**config.mk**
```make
export PLATFORM = sky130hd
export DESIGN_NAME = uart_csr_bank_flat
export DESIGN_NICKNAME = d
export VERILOG_FILES = /design/src/rtl/uart_csr_bank_if.sv /design/src/rtl/uart_csr_bank.sv /design/src/flat_wrapper.sv
export SDC_FILE = /design/constraint.sdc
export NUM_CORES = 1
export LEC_CHECK = 0
export CORE_MARGIN = 2
export CORE_UTILIZATION = 50
export CTS_BUF_LIST = sky130_fd_sc_hd__clkbuf_8
export DETAILED_ROUTE_END_ITERATION = 12
export GPL_TIMING_DRIVEN = 0
export PLACE_DENSITY = 0.81
export SYNTH_ARGS = -nofsm -noshare
export SYNTH_HDL_FRONTEND = slang
export SYNTH_SLANG_ARGS = --single-unit
```
**constraint.sdc**
```tcl
create_clock -name clk -period 1.4 [get_ports clk]
set_input_delay 0.14 -clock clk [delete_from_list [all_inputs] [get_ports clk]]
set_output_delay 0.14 -clock clk [all_outputs]
set_load 0.01 [all_outputs]
```
**src/rtl/uart_csr_bank_if.sv**
```systemverilog
// CSR host port of the UART register bank: one write channel and one
// read channel with a single-cycle read response.
interface uart_csr_bank_if #(
    parameter int unsigned ADDR_W = 3,
    parameter int unsigned DATA_W = 16
);
    logic [ADDR_W-1:0] wr_addr;
    logic [DATA_W-1:0] wr_data;
    logic              wen;
    logic [ADDR_W-1:0] rd_addr;
    logic              ren;
    logic [DATA_W-1:0] rd_data;
    logic              rd_valid;
    logic              rd_err;

    modport master (
        output wr_addr, wr_data, wen, rd_addr, ren,
        input  rd_data, rd_valid, rd_err
    );

    modport slave (
        input  wr_addr, wr_data, wen, rd_addr, ren,
        output rd_data, rd_valid, rd_err
    );
endinterface

```
**src/rtl/uart_csr_bank.sv**
```systemverilog
// Multi-channel UART CSR bank: per-channel BAUD/CTRL/IRQ_EN registers,
// sticky error status (read-clear / W1C) and a level interrupt per channel.
module uart_csr_bank #(
    parameter int unsigned NUM_CH      = 2,
    parameter int unsigned DATA_W      = 16,
    parameter logic [15:0] BAUD_RST    = 16'd325,
    parameter bit          CLR_ON_READ = 1'b1
) (
    input  logic                     clk,
    input  logic                     rst_n,
    uart_csr_bank_if.slave           csr,
    input  logic [NUM_CH-1:0]        parity_error,
    input  logic [NUM_CH-1:0]        frame_error,
    input  logic [NUM_CH-1:0]        overrun,
    input  logic [NUM_CH-1:0]        busy,
    output logic [NUM_CH*DATA_W-1:0] baud_div,
    output logic [NUM_CH*9-1:0]      ctrl,
    output logic [NUM_CH-1:0]        irq
);
    localparam int unsigned CH_W   = (NUM_CH > 1) ? $clog2(NUM_CH) : 1;
    localparam int unsigned CTRL_W = 9;
    localparam int unsigned STK_W  = 4;

    localparam logic [1:0] REG_BAUD   = 2'd0;
    localparam logic [1:0] REG_CTRL   = 2'd1;
    localparam logic [1:0] REG_STATUS = 2'd2;
    localparam logic [1:0] REG_IRQ_EN = 2'd3;

    localparam logic [CTRL_W-1:0] CTRL_RST = 9'h188;

    logic [DATA_W-1:0] baud_q   [NUM_CH];
    logic [DATA_W-1:0] baud_d   [NUM_CH];
    logic [CTRL_W-1:0] ctrl_q   [NUM_CH];
    logic [CTRL_W-1:0] ctrl_d   [NUM_CH];
    logic [STK_W-1:0]  irq_en_q [NUM_CH];
    logic [STK_W-1:0]  irq_en_d [NUM_CH];
    // sticky_q[k] holds STATUS[k+1]
    logic [STK_W-1:0]  sticky_q [NUM_CH];
    logic [STK_W-1:0]  sticky_d [NUM_CH];
    logic [STK_W-1:0]  stk_set  [NUM_CH];
    logic [STK_W-1:0]  stk_clr  [NUM_CH];

    logic [DATA_W-1:0] rd_data_q, rd_data_d;
    logic              rd_valid_q, rd_valid_d;
    logic              rd_err_q, rd_err_d;

    logic [CH_W-1:0]   wr_ch, rd_ch;
    logic [1:0]        wr_reg, rd_reg;
    logic              unused_wr_hi;

    assign wr_ch  = csr.wr_addr[CH_W+1:2];
    assign wr_reg = csr.wr_addr[1:0];
    assign rd_ch  = csr.rd_addr[CH_W+1:2];
    assign rd_reg = csr.rd_addr[1:0];
    assign unused_wr_hi = ^csr.wr_data[DATA_W-1:CTRL_W];

    // Register writes and sticky update; channel match only exists for ch < NUM_CH.
    always_comb begin
        for (int unsigned i = 0; i < NUM_CH; i++) begin
            baud_d[i]   = baud_q[i];
            ctrl_d[i]   = ctrl_q[i];
            irq_en_d[i] = irq_en_q[i];
            stk_clr[i]  = '0;
            stk_set[i]  = {(ctrl_q[i][3:0] < 4'd5) || (ctrl_q[i][3:0] > 4'd8),
                           overrun[i], frame_error[i], parity_error[i]};
            if (csr.wen && (wr_ch == CH_W'(i))) begin
                case (wr_reg)
                    REG_BAUD:   baud_d[i]   = csr.wr_data;
                    REG_CTRL:   ctrl_d[i]   = csr.wr_data[CTRL_W-1:0];
                    REG_STATUS: stk_clr[i]  = csr.wr_data[4:1];
                    default:    irq_en_d[i] = csr.wr_data[4:1];
                endcase
            end
            if (CLR_ON_READ && csr.ren && (rd_ch == CH_W'(i)) && (rd_reg == REG_STATUS)) begin
                stk_clr[i] = '1;
            end
            sticky_d[i] = (sticky_q[i] & ~stk_clr[i]) | stk_set[i];
        end
    end

    // Read mux samples pre-write state; unmatched channel returns zero with error.
    always_comb begin
        rd_data_d  = rd_data_q;
        rd_valid_d = csr.ren;
        rd_err_d   = rd_err_q;
        if (csr.ren) begin
            rd_data_d = '0;
            rd_err_d  = 1'b1;
            for (int unsigned i = 0; i < NUM_CH; i++) begin
                if (rd_ch == CH_W'(i)) begin
                    rd_err_d = 1'b0;
                    case (rd_reg)
                        REG_BAUD:   rd_data_d = baud_q[i];
                        REG_CTRL:   rd_data_d = DATA_W'(ctrl_q[i]);
                        REG_STATUS: rd_data_d = DATA_W'({sticky_q[i], busy[i]});
                        default:    rd_data_d = DATA_W'({irq_en_q[i], 1'b0});
                    endcase
                end
            end
        end
    end

    always_ff @(posedge clk or negedge rst_n) begin
        if (!rst_n) begin
            for (int unsigned i = 0; i < NUM_CH; i++) begin
                baud_q[i]   <= DATA_W'(BAUD_RST);
                ctrl_q[i]   <= CTRL_RST;
                irq_en_q[i] <= '0;
                sticky_q[i] <= '0;
            end
            rd_data_q  <= '0;
            rd_valid_q <= 1'b0;
            rd_err_q   <= 1'b0;
        end else begin
            for (int unsigned i = 0; i < NUM_CH; i++) begin
                baud_q[i]   <= baud_d[i];
                ctrl_q[i]   <= ctrl_d[i];
                irq_en_q[i] <= irq_en_d[i];
                sticky_q[i] <= sticky_d[i];
            end
            rd_data_q  <= rd_data_d;
            rd_valid_q <= rd_valid_d;
            rd_err_q   <= rd_err_d;
        end
    end

    assign csr.rd_data  = rd_data_q;
    assign csr.rd_valid = rd_valid_q;
    assign csr.rd_err   = rd_err_q;

    for (genvar g = 0; g < int'(NUM_CH); g++) begin : g_ch_out
        assign baud_div[g*DATA_W +: DATA_W] = baud_q[g];
        assign ctrl[g*CTRL_W +: CTRL_W]     = ctrl_q[g];
        assign irq[g]                       = |(sticky_q[g] & irq_en_q[g]);
    end
endmodule

```
**src/flat_wrapper.sv**
```systemverilog
// flat-port wrapper written by rule: the top's interface ports become plain ports
module uart_csr_bank_flat 
#(
    parameter int unsigned NUM_CH      = 2,
    parameter int unsigned DATA_W      = 16,
    parameter logic [15:0] BAUD_RST    = 16'd325,
    parameter bit          CLR_ON_READ = 1'b1
)
  (clk, rst_n, parity_error, frame_error, overrun, busy, baud_div, ctrl, irq, csr_wr_addr, csr_wr_data, csr_wen, csr_rd_addr, csr_ren, csr_rd_data, csr_rd_valid, csr_rd_err);
  uart_csr_bank_if #(.ADDR_W(3), .DATA_W(DATA_W)) csr_i ();
  input  logic clk;
  input  logic rst_n;
  input  logic [NUM_CH-1:0] parity_error;
  input  logic [NUM_CH-1:0] frame_error;
  input  logic [NUM_CH-1:0] overrun;
  input  logic [NUM_CH-1:0] busy;
  output logic [NUM_CH*DATA_W-1:0] baud_div;
  output logic [NUM_CH*9-1:0] ctrl;
  output logic [NUM_CH-1:0] irq;
  input wire logic [$bits(csr_i.wr_addr)-1:0] csr_wr_addr;
  input wire logic [$bits(csr_i.wr_data)-1:0] csr_wr_data;
  input wire logic [$bits(csr_i.wen)-1:0] csr_wen;
  input wire logic [$bits(csr_i.rd_addr)-1:0] csr_rd_addr;
  input wire logic [$bits(csr_i.ren)-1:0] csr_ren;
  output wire logic [$bits(csr_i.rd_data)-1:0] csr_rd_data;
  output wire logic [$bits(csr_i.rd_valid)-1:0] csr_rd_valid;
  output wire logic [$bits(csr_i.rd_err)-1:0] csr_rd_err;
  assign csr_i.wr_addr = csr_wr_addr;
  assign csr_i.wr_data = csr_wr_data;
  assign csr_i.wen = csr_wen;
  assign csr_i.rd_addr = csr_rd_addr;
  assign csr_i.ren = csr_ren;
  assign csr_rd_data = csr_i.rd_data;
  assign csr_rd_valid = csr_i.rd_valid;
  assign csr_rd_err = csr_i.rd_err;
  uart_csr_bank #(.NUM_CH(NUM_CH), .DATA_W(DATA_W), .BAUD_RST(BAUD_RST), .CLR_ON_READ(CLR_ON_READ)) u_core (.clk(clk), .rst_n(rst_n), .csr(csr_i), .parity_error(parity_error), .frame_error(frame_error), .overrun(overrun), .busy(busy), .baud_div(baud_div), .ctrl(ctrl), .irq(irq));
endmodule
```
# Yosys cells after proc, flatten, opt, wreduce, memory -nomap -nowiden

Index checks and enable logic that the tools add are counted.

Bitwise gates (word level): 11
$lt $le $gt $ge: 4
Reductions and logical operators: 19
Mux-type cells: 8
Eq/ne operators: 4

Operators by type and width:

| operator           | count |
|---|---|
| $pmux 16 s3        | 2 |
| $mux 4             | 5 |
| $and 4x4->4        | 4 |
| $mux 16            | 1 |
| $reduce_and 2->1   | 6 |
| $gt 4x4->1 const B | 2 |
| $lt 4x3->1 const B | 2 |
| $not 4->4          | 2 |
| $or 4x4->4         | 2 |
| $reduce_or 4->1    | 2 |
| $logic_and 1x1->1  | 6 |
| $eq 2x1->1 const B | 2 |
| $eq 2x2->1 const B | 2 |
| $logic_not 2->1    | 2 |
| $not 1->1          | 3 |
| $reduce_or 3->1    | 1 |
| $logic_or 1x1->1   | 2 |

Output and inout bits: 70
Input bits: 34
Bits in registers: 83

# Depth between registers and ports, before layout

Word-level depth: 7
Depth in mapped cells: 5

# Worst setup path after synthesis

OpenSTA, ideal clock, no wires.

Path kind: input port to flip-flop
From: input port csr_wr_addr[0]
To: register u_core.baud_q (netlist bit u_core.baud_div[10])
Setup time: 125 ps
Stages: 4
Path buffers: 2
Arrival: 1230 ps
Path slack: 44 ps
Data required time: 1275 ps
Cell sequence: buf_6 nor4b_4 buf_8 mux2_4

Longest elaborated chain between the ends: 2

RTL lines:

| what                          | RTL line             | RTL |
|---|---|---|
| start, declared               | flat_wrapper.sv:20   | `input wire logic [$bits(csr_i.wr_addr)-1:0] csr_wr_addr;` |
| $logic_not 2->1               | uart_csr_bank.sv:67  | `case (wr_reg)` |
| $reduce_and 2->1 (no line)    | -                    |  |
| end signal, assigned by index | uart_csr_bank.sv:106 | `baud_q[i] <= DATA_W'(BAUD_RST);` |
| end signal, assigned by index | uart_csr_bank.sv:116 | `baud_q[i] <= baud_d[i];` |
| end, declared                 | uart_csr_bank.sv:31  | `logic [DATA_W-1:0] baud_q [NUM_CH];` |

Every way passes these cells.
A chain may end at the register's enable or synchronous reset.

# Final worst setup path

From: register u_core.irq_en_q[7] (netlist name)
To: register u_core.rd_data_q[4] (netlist: u_core.csr.rd_data[4])

Longest elaborated chain between the ends: 2

RTL lines:

| what                            | RTL line             | RTL |
|---|---|---|
| start, declared                 | uart_csr_bank.sv:35  | `logic [STK_W-1:0] irq_en_q [NUM_CH];` |
| start signal, assigned by index | uart_csr_bank.sv:118 | `irq_en_q[i] <= irq_en_d[i];` |
| $pmux 16 s3                     | uart_csr_bank.sv:92  | `case (rd_reg)` |
| $mux 16                         | uart_csr_bank.sv:90  | `if (rd_ch == CH_W'(i)) begin` |
| end signal, assigned            | uart_csr_bank.sv:121 | `rd_data_q <= rd_data_d;` |
| end, declared                   | uart_csr_bank.sv:43  | `logic [DATA_W-1:0] rd_data_q, rd_data_d;` |

Every way passes these cells.

==> metrics.cfg <==
[cts]
clk_latency_ns=0.35
clock_sinks=83
cts-root-buf=clkbuf_8
cts_buffers=9
cts_tree=yes
clk_pin_slew_ns=0.09
h-tree-depth=3
clk_path_buf_depth=2

[die]
core_area_um2=7292
die_y_um=91.19
ios=104
dieWidth_um=91.19
row_count=31
initial_core_util_pct=52.13
dieArea_um2=8316

[yosys]
ys_ff_latch=83
synth_edf_count=0
synth_top_cell_by_area=dfrtp_1
synth_ff_type=dfrtp_1
postSynthNetCount=294
yosys-top-cells-area=dfrtp_1 45%, mux2_2 14%, dfstp_2 9.7%
avgSynthCellArea_um2=14.62
yosysSeqAreaShare_pct=55.10
async_reset_ff_share_pct=100.0
synth_warnings=0
synth_cell_types=41
synthCells=260
synth_top_area_share_pct=45.42
syn_area_um2=3801

[drt]
wl_um=9390
num_vias=2747
drt_iter0_markers=170
dr.pass1.iters=4
post_drt_wl_per_cell_um=19.28
drc=0
ant_nets=0
vias_per_cell=5.641

[setup_path]
crit_chain=buf_4 > mux4_2 > a221o_1
arrival_ns=1.66
crit_fanout=2
critPathCaptureType=register
crit_type=reg -> reg
cpMaxStageDelayCell=mux4_2
regToRegSetupSlack_ns=-0.02
slowest_delay_ns=0.45
ff2ff_path_depth=3
r2r-end=u_core.csr.rd_data[4]
required_ns=1.63
start_kind=register
r2r-start=u_core.irq_en_q[7]

[min_path]
hold_end=u_core.csr.rd_valid
hold_path_depth=1
hp-class=in -> reg
hold_start=csr_ren

[pwr]
powerDensity_nw_per_um2=1316
vdd_ir_drop_max_uv=792.8
leakage_nw=2.451
total_power_mw=6.860

[timing]
fin_crit_sh_pct=101.7
finalSetupViolations=1
slew_viol_final=0
rsz0062_at_grt=true
setup_tns_ns=-0.02410
skew_ns=0.01668
setup_ws_ns=-0.02410
min_period_ns=1.424
max_freq_mhz=702.2
final_hold_viol_count=0

[global_routing]
grt_pass1_wl_um=15150
antenna_found_initial=0
gr-usage-all-layers_pct=23.63
grt-ovfl-total=0
grt_max_degree=70
grt_pass1_vias=2803

[cells_and_area]
stdcell_area_um2=5211
fillers=547
drive_gt1_share_pct=36.60
area_delta_synth_final_pct=37.10
regArea_um2=2095
final_core_util_pct=71.47
antennaDiodeCount=0
fin_nets=417
multi_input_area_um2=1604

[placed_design]
port_buffers=97
place_area_um2=4921
dp_hpwl_um=6536
gp_congestion=0.8184

[outcome]
violations=negative setup slack
status=finished with violations

[run]
maxCapViolations=0

## through the flow
step	instances	worst slack, ns	hold WS [ns]
final	487	-0.02410	0.1880
after global routing	487	-0.03421	0.1814
after CTS	486	0.0002631	0.1722
after detailed placement	457	-0.6682	0.01334
after global placement	456	-2.641	0.4684
after floorplan	260	0.04449	-0.1556
## repair_timing
action | 4_1_cts | 5_1_grt
pin swaps | 1 | 3
hold buffers | 1 | 0
setup endpoints to repair | 126 | 26
buffers inserted | 13 | 1
resized for setup | 69 | 16
cloned | 0 | 0
endpoints found under the hold margin | 69 | 0
## layout make-up
cell class	instances	share of cell area (%)
plain buffers	15	2.137
inverters	5	0.3601
repair buffers	113	20.43
clock inverters	7	1.345
flip-flops and latches	83	40.19
clock buffers	9	2.377
multi-input cells	156	30.78
well taps	99	2.377
## worst max-delay path by stage
stage	startpoint	to	slack [ns]
2_1_floorplan	csr_wr_addr[0]	u_core.baud_div[10]	0.04
3_3_place_gp	rst_n	u_core.baud_div[20]	-2.64
3_5_place_dp	csr_wen	u_core.baud_div[25]	-0.67
4_1_cts	u_core.csr.rd_data[15]	csr_rd_data[15]	0.0003
5_1_grt	u_core.irq_en_q[7]	u_core.csr.rd_data[4]	-0.03
6_report	u_core.irq_en_q[7]	u_core.csr.rd_data[4]	-0.02
## critical path, delay by kind of cell, from the launching register on
| kind | cells | cell delay (ns) |
|---|---|---|
| AOI/OAI and AO/OA | 1 | 0.30 |
| muxes | 1 | 0.45 |
| DFF | 1 | 0.42 |
| buffers and inverters | 1 | 0.15 |
## synth_stat cells (2+ instances only)
| master | count |
|---|---|
| dfrtp_1 | 69 |
| mux2_2 | 46 |
| mux2i_1 | 16 |
| dfstp_2 | 14 |
| nand2_1 | 13 |
| o2bb2ai_1 | 11 |
| mux2_4 | 10 |
| buf_2 | 8 |
| mux4_2 | 8 |
| a31o_2 | 6 |
| inv_1 | 5 |
| a221o_1 | 4 |
| a22oi_1 | 4 |
| o22ai_1 | 4 |
| a32o_1 | 3 |
| clkbuf_1 | 3 |
| nand4b_1 | 3 |
| nor3_1 | 3 |
| buf_4 | 2 |
| buf_6 | 2 |
| mux2_1 | 2 |
| nand3b_1 | 2 |
| o21ai_0 | 2 |
| o21bai_1 | 2 |
| or2_2 | 2 |
## power breakdown
group          internal, mW  total, mW  switching [mW]  leakage (nW)
sequential             2.91       3.26           0.353         0.970
combinational          1.12       1.90           0.785          1.39
clock                 0.818       1.69           0.875        0.0926
total                  4.85       6.86            2.01          2.45
## per-layer routing
metal	global-route usage, %	part of all wire [%]
met4	8.838	2.1
met2	37.84	49
met5	0	0
met3	4.149	4.8
met1	32.46	44
## registers in the layout (all words and copies together) (netlist names)
name,flops
u_core.csr.rd_data,16
u_core.csr.rd_valid,1
u_core.baud_div,32
u_core.ctrl,18
u_core.irq_en_q,8
u_core.sticky_q,8
## cell families after synthesis
group | Yosys count | synth area share, %
DFF | 83 | 55.10
muxes | 82 | 27.12
AOI/OAI and AO/OA | 38 | 8.196
and+or+nand+nor | 35 | 6.254
buffers and inverters | 21 | 3.226
other | 1 | 0.09865
## cells in the final DEF, fill, tap and decap left out, types with 4 or more instances in the layout
| cell type | n |
|---|---|
| mux2_2 | 46 |
| buf_2 | 8 |
| dlygate4sd2_1 | 55 |
| nand2_1 | 13 |
| inv_1 | 6 |
| clkbuf_8 | 9 |
| o2bb2ai_1 | 11 |
| dfrtp_1 | 69 |
| dfstp_2 | 14 |
| buf_4 | 17 |
| dlymetal6s2s_1 | 13 |
| mux2_4 | 10 |
| clkdlybuf4s50_1 | 26 |
| o22ai_1 | 4 |
| a221o_1 | 4 |
| mux4_2 | 8 |
| a31o_2 | 6 |
| mux2i_1 | 16 |
Power figures use the tool's default switching activity.
